<file path="config.mk">
export PLATFORM = sky130hd
export DESIGN_NAME = regfile_write_arbiter
export DESIGN_NICKNAME = d
export VERILOG_FILES = /design/src/rtl/regfile_write_arbiter.sv
export SDC_FILE = /design/constraint.sdc
export NUM_CORES = 1
export LEC_CHECK = 0
export CAP_MARGIN = 20
export CORE_MARGIN = 8
export CORE_UTILIZATION = 53
export DETAILED_ROUTE_END_ITERATION = 8
export DONT_BUFFER_PORTS = 1
export PLACE_DENSITY = 0.67
export SLEW_MARGIN = 25
export SYNTH_ARGS = -nofsm -noshare
export SYNTH_HDL_FRONTEND = slang
export SYNTH_SLANG_ARGS = --single-unit
export TNS_END_PERCENT = 20
</file>
<file path="constraint.sdc">
create_clock -name clock -period 4.1 [get_ports clock]
set_input_delay 1.025 -clock clock [delete_from_list [all_inputs] [get_ports clock]]
set_output_delay 1.025 -clock clock [all_outputs]
set_load 0.01 [all_outputs]
</file>
<file path="src/rtl/regfile_write_arbiter.sv">
// regfile_write_arbiter
// Shares the register file's single write port between the in-order
// writeback stage and a long-latency multi-cycle unit (mul/div).
// Multi-cycle results are queued in a small FIFO. The queue drains only in
// cycles the writeback stage leaves free. A stall request is raised when
// the FIFO head has waited too long. A per-register pending scoreboard lets
// decode hold readers of registers that still await a multi-cycle result.
//
// Ports
//   clock, reset_n          rising-edge clock, asynchronous active-low reset
//   pipe_wr_en/rd/data      writeback stage write request (always wins)
//   mc_valid/rd/data        multi-cycle result offered to the FIFO
//   mc_ready                FIFO has room (registered count only)
//   mc_issue/mc_issue_rd    multi-cycle op dispatched; marks rd pending
//   query_rs1/2             decode source tags
//   rs1_pending/rs2_pending queried register awaits a multi-cycle result
//   wr_en/wr_rd/wr_data     register file write port
//   stall_req               registered request to insert a writeback bubble
//   fifo_count              number of buffered results
module regfile_write_arbiter #(
  parameter int DEPTH        = 2,
  parameter int STARVE_LIMIT = 8
) (
  input  logic                     clock,
  input  logic                     reset_n,
  input  logic                     pipe_wr_en,
  input  logic [4:0]               pipe_rd,
  input  logic [31:0]              pipe_data,
  input  logic                     mc_valid,
  output logic                     mc_ready,
  input  logic [4:0]               mc_rd,
  input  logic [31:0]              mc_data,
  input  logic                     mc_issue,
  input  logic [4:0]               mc_issue_rd,
  input  logic [4:0]               query_rs1,
  input  logic [4:0]               query_rs2,
  output logic                     rs1_pending,
  output logic                     rs2_pending,
  output logic                     wr_en,
  output logic [4:0]               wr_rd,
  output logic [31:0]              wr_data,
  output logic                     stall_req,
  output logic [$clog2(DEPTH):0]   fifo_count
);

  localparam int AW    = $clog2(DEPTH);
  localparam int CW    = AW + 1;
  localparam int AGE_W = $clog2(STARVE_LIMIT + 1);
  localparam logic [CW-1:0]    DEPTH_C = CW'(DEPTH);
  localparam logic [AGE_W-1:0] LIMIT_C = AGE_W'(STARVE_LIMIT);

  logic [4:0]       mem_rd   [DEPTH];
  logic [31:0]      mem_data [DEPTH];
  logic [AW-1:0]    head;
  logic [AW-1:0]    tail;
  logic [CW-1:0]    count;
  logic [31:0]      pending;
  logic [31:0]      pending_next;
  logic [AGE_W-1:0] age;

  logic       pipe_eff;
  logic       fifo_empty;
  logic       push;
  logic       pop;
  logic [4:0] head_rd;

  // A pipe write to x0 is a no-op, so it does not claim the port.
  assign pipe_eff   = pipe_wr_en && (pipe_rd != 5'd0);
  assign fifo_empty = (count == '0);
  assign head_rd    = mem_rd[head];
  assign pop        = !pipe_eff && !fifo_empty;
  assign mc_ready   = (count < DEPTH_C);
  assign push       = mc_valid && mc_ready;
  assign fifo_count = count;

  // Port mux: the pipe always wins; otherwise the FIFO head drains.
  // A head entry targeting x0 is discarded without a write.
  always_comb begin
    wr_en   = 1'b0;
    wr_rd   = 5'd0;
    wr_data = 32'd0;
    if (pipe_eff) begin
      wr_en   = 1'b1;
      wr_rd   = pipe_rd;
      wr_data = pipe_data;
    end else if (pop && (head_rd != 5'd0)) begin
      wr_en   = 1'b1;
      wr_rd   = head_rd;
      wr_data = mem_data[head];
    end
  end

  // Result storage needs no reset: only entries covered by count are used.
  always_ff @(posedge clock) begin
    if (push) begin
      mem_rd[tail]   <= mc_rd;
      mem_data[tail] <= mc_data;
    end
  end

  // Pointers wrap naturally because DEPTH is a power of two.
  always_ff @(posedge clock or negedge reset_n) begin
    if (!reset_n) begin
      head  <= '0;
      tail  <= '0;
      count <= '0;
    end else begin
      if (push) tail <= tail + 1'b1;
      if (pop)  head <= head + 1'b1;
      case ({push, pop})
        2'b10:   count <= count + 1'b1;
        2'b01:   count <= count - 1'b1;
        default: count <= count;
      endcase
    end
  end

  // A set in the same cycle as a clear of the same register wins,
  // because a fresh op to that register is now in flight.
  always_comb begin
    pending_next = pending;
    if (pop && (head_rd != 5'd0)) pending_next[head_rd] = 1'b0;
    if (mc_issue && (mc_issue_rd != 5'd0)) pending_next[mc_issue_rd] = 1'b1;
    pending_next[0] = 1'b0;
  end

  always_ff @(posedge clock or negedge reset_n) begin
    if (!reset_n) pending <= '0;
    else          pending <= pending_next;
  end

  assign rs1_pending = pending[query_rs1];
  assign rs2_pending = pending[query_rs2];

  // Age counts cycles the head sits unserved. stall_req is registered
  // from the current age, so it rises one cycle after age saturates.
  // It drops right after the head drains.
  always_ff @(posedge clock or negedge reset_n) begin
    if (!reset_n) begin
      age       <= '0;
      stall_req <= 1'b0;
    end else begin
      if (fifo_empty || pop)  age <= '0;
      else if (age < LIMIT_C) age <= age + 1'b1;
      stall_req <= !pop && (age >= LIMIT_C);
    end
  end

endmodule

</file>
==> run metrics <==
Setup crit end kind=primary output; Post-synth EDFFs=74; post-route ant nets=0; Mapped Nets=578; Post-synth ARST share=0.351; CTS H-tree depth=4; CP arrival=2.79 ns; gp weighted congestion=approximately 0.84; PD cells=approximately 700 nW/um2; peak supply drop=401 uV; hold_buf cts=0; core box area=10700 um2; Iteration-0 DRC Markers=215; Yosys reg bits=114; share of layout cells above drive strength 1=0.166; RSZ-0062 raised after global routing=false; PostCTS Resize Cnt=0; FP Rows=38; Ant. Diodes=0; register area share after synthesis=0.561; CP max FO=22; remaining global-route overflow=0; DR vias=3971; vias in the first global route=4192; FILL cells=853; warnings from Yosys=0; part of the cycle the worst path needs=0.931; P_leak=2.48 nW; Slew Viols, Final=0; Syn Area/Cell=11.9 um2; Tot GR Track Use=0.193; minimum clock period=3.82 ns; Clock Tree Buf Depth=2; largest net degree at the start of global routing=41; Max Cap Viol=0; first-pass GRT wire length=~22 mm; initial antenna violation count=0; Slew @ Worst Pin=0.985 ns; run status=complete, no violations; commonest non-fill, non-tap cell in the layout=nand2_1; synthesized cell area=5740 um2; Cells after Synth=481; final setup TNS=0 ns; initial core utilization=0.537; Post-synth top flop=edfxtp_1; nets=578; Final Util=0.601; Startpoint Class=flop; HPWL after DPL=~10 mm; Yosys cell types=41; critical path class=reg -> out; Worst-Skew Late Latency=0.51 ns; root buffer cell=clkbuf_8; max frequency=262 MHz; Tightest Hold Check Type=in -> async; Sink Count=114; final hold vios=0; Die Y=120 um; CTS tree=yes; endpoints failing setup=0; Layout area overhead=12.1%; most frequent cells in the layout=nand2_1 (95), edfxtp_1 (74), mux2i_1 (55), dfrtp_1 (39), o41ai_1 (31); Setup Skew=roughly 0.0077 ns; routed len/inst=21.8 um; WP data required=3.07 ns; Num CTS Buffers=17; die area=about 14000 um2; IO Pins=138; DR DRC count=0; PortBufs=0; DRT Pass-1 Iters=5; number of vias per cell=6.26; routed wire length=13.8 mm; Die W=120 um; Max-slew headroom=0.341; CTS clk-pin slew, worst paths=about 0.060 ns; setup bufs post-CTS=0
-- routing by layer --
layer,GRT usage,vias to the layer above,part of all wire
li1,-,1820,-
met1,0.218,1961,0.39
met2,0.321,167,0.50
met3,0.0719,23,0.091
met4,0.0898,0,0.021
met5,0,-,0
-- power by group --
group          switching [W]  internal (W)  leakage [nW]  total [W]
logic               0.000813      0.000519          1.03    0.00133
registers           0.000241       0.00157          1.17    0.00181
clock network       0.000493      0.000976         0.277    0.00147
total                0.00155       0.00307          2.48    0.00461
-- final timing paths --
| check | from | to | slack (ns) | cells after the start |
|---|---|---|---|---|
| worst max-delay path | head | wr_data[31] | 0.28 | 6 |
| worst min-delay path | reset_n | fifo_count[0] | 0.21 | 0 |
| worst max register to register | fifo_count[1] | mem_data[0][29] | 1.99 | 4 |
| worst min register to register | pending[21] | pending[21] | 0.54 | 2 |
| max in group asynchronous | reset_n | pending[28] | 3.80 | 0 |
| min in group clock | pending[21] | pending[21] | 0.54 | 2 |
-- cell type report --
cell class | instances | area, um2 | share of cell area
clock buffer | 20 | 425 | 0.0661
clock inverter | 12 | 164 | 0.0255
inverter | 7 | 26.3 | 0.00408
multi-input combinational | 332 | 2350 | 0.365
sequential | 114 | 3220 | 0.501
tap | 140 | 175 | 0.0272
timing repair buffer | 9 | 67.6 | 0.0105
-- logic make-up after synthesis --
kind of cell | count (synthesis) | synth area share
fa+ha+maj | 3 | 0.00654
buf+inv | 35 | 0.0331
xor+xnor | 7 | 0.0107
simple gates | 165 | 0.129
compound gates | 93 | 0.134
mux | 64 | 0.125
flops | 114 | 0.561
-- flip-flops by register name (all words and copies together) (netlist names) --
| register | cells |
|---|---|
| age | 4 |
| fifo_count | 2 |
| head | 1 |
| mem_data | 64 |
| mem_rd | 10 |
| pending | 31 |
| stall_req | 1 |
| tail | 1 |
-- synthesized netlist by cell type (4+ instances only) --
cell / instances / share of area
buf_6: 7 / 0.014
nor2b_1: 11 / 0.012
nor2_1: 12 / 0.0078
clkbuf_1: 15 / 0.0098
o41ai_1: 31 / 0.047
and3_1: 4 / 0.0044
a22oi_1: 5 / 0.0065
edfxtp_1: 74 / 0.39
o21ai_2: 30 / 0.046
nand2b_1: 5 / 0.0054
mux2i_1: 55 / 0.096
mux4_2: 6 / 0.024
dfrtp_1: 40 / 0.17
nand3_1: 23 / 0.020
nand2_1: 95 / 0.062
a21oi_1: 7 / 0.0061
inv_1: 7 / 0.0046
nor3_1: 7 / 0.0061
xnor2_1: 5 / 0.0076
-- per-stage QoR --
| step | power [W] | instance area (um2) | setup WS, ns | std cells | hold slack (ns) |
|---|---|---|---|---|---|
| floorplan | 0.00283 | 5740 | 0.720 | 481 | 0.461 |
| global placement | 0.00311 | 5840 | 0.552 | 602 | 0.507 |
| detailed placement | 0.00316 | 5840 | 0.532 | 602 | 0.517 |
| CTS | 0.00464 | 6430 | 0.265 | 634 | 0.179 |
| global route | 0.00483 | 6430 | 0.101 | 634 | 0.187 |
| finish | 0.00461 | 6430 | 0.285 | 634 | 0.205 |
-- worst max-delay path, cell delays in order, from the launching register on --
cell      delay, ns
dfrtp_2        0.47
buf_4          0.28
mux2i_1        0.37
nand3_1        0.30
o221ai_4       0.24
buf_4          0.36
o21ai_0        0.26
(Power assumes the default switching activity.)
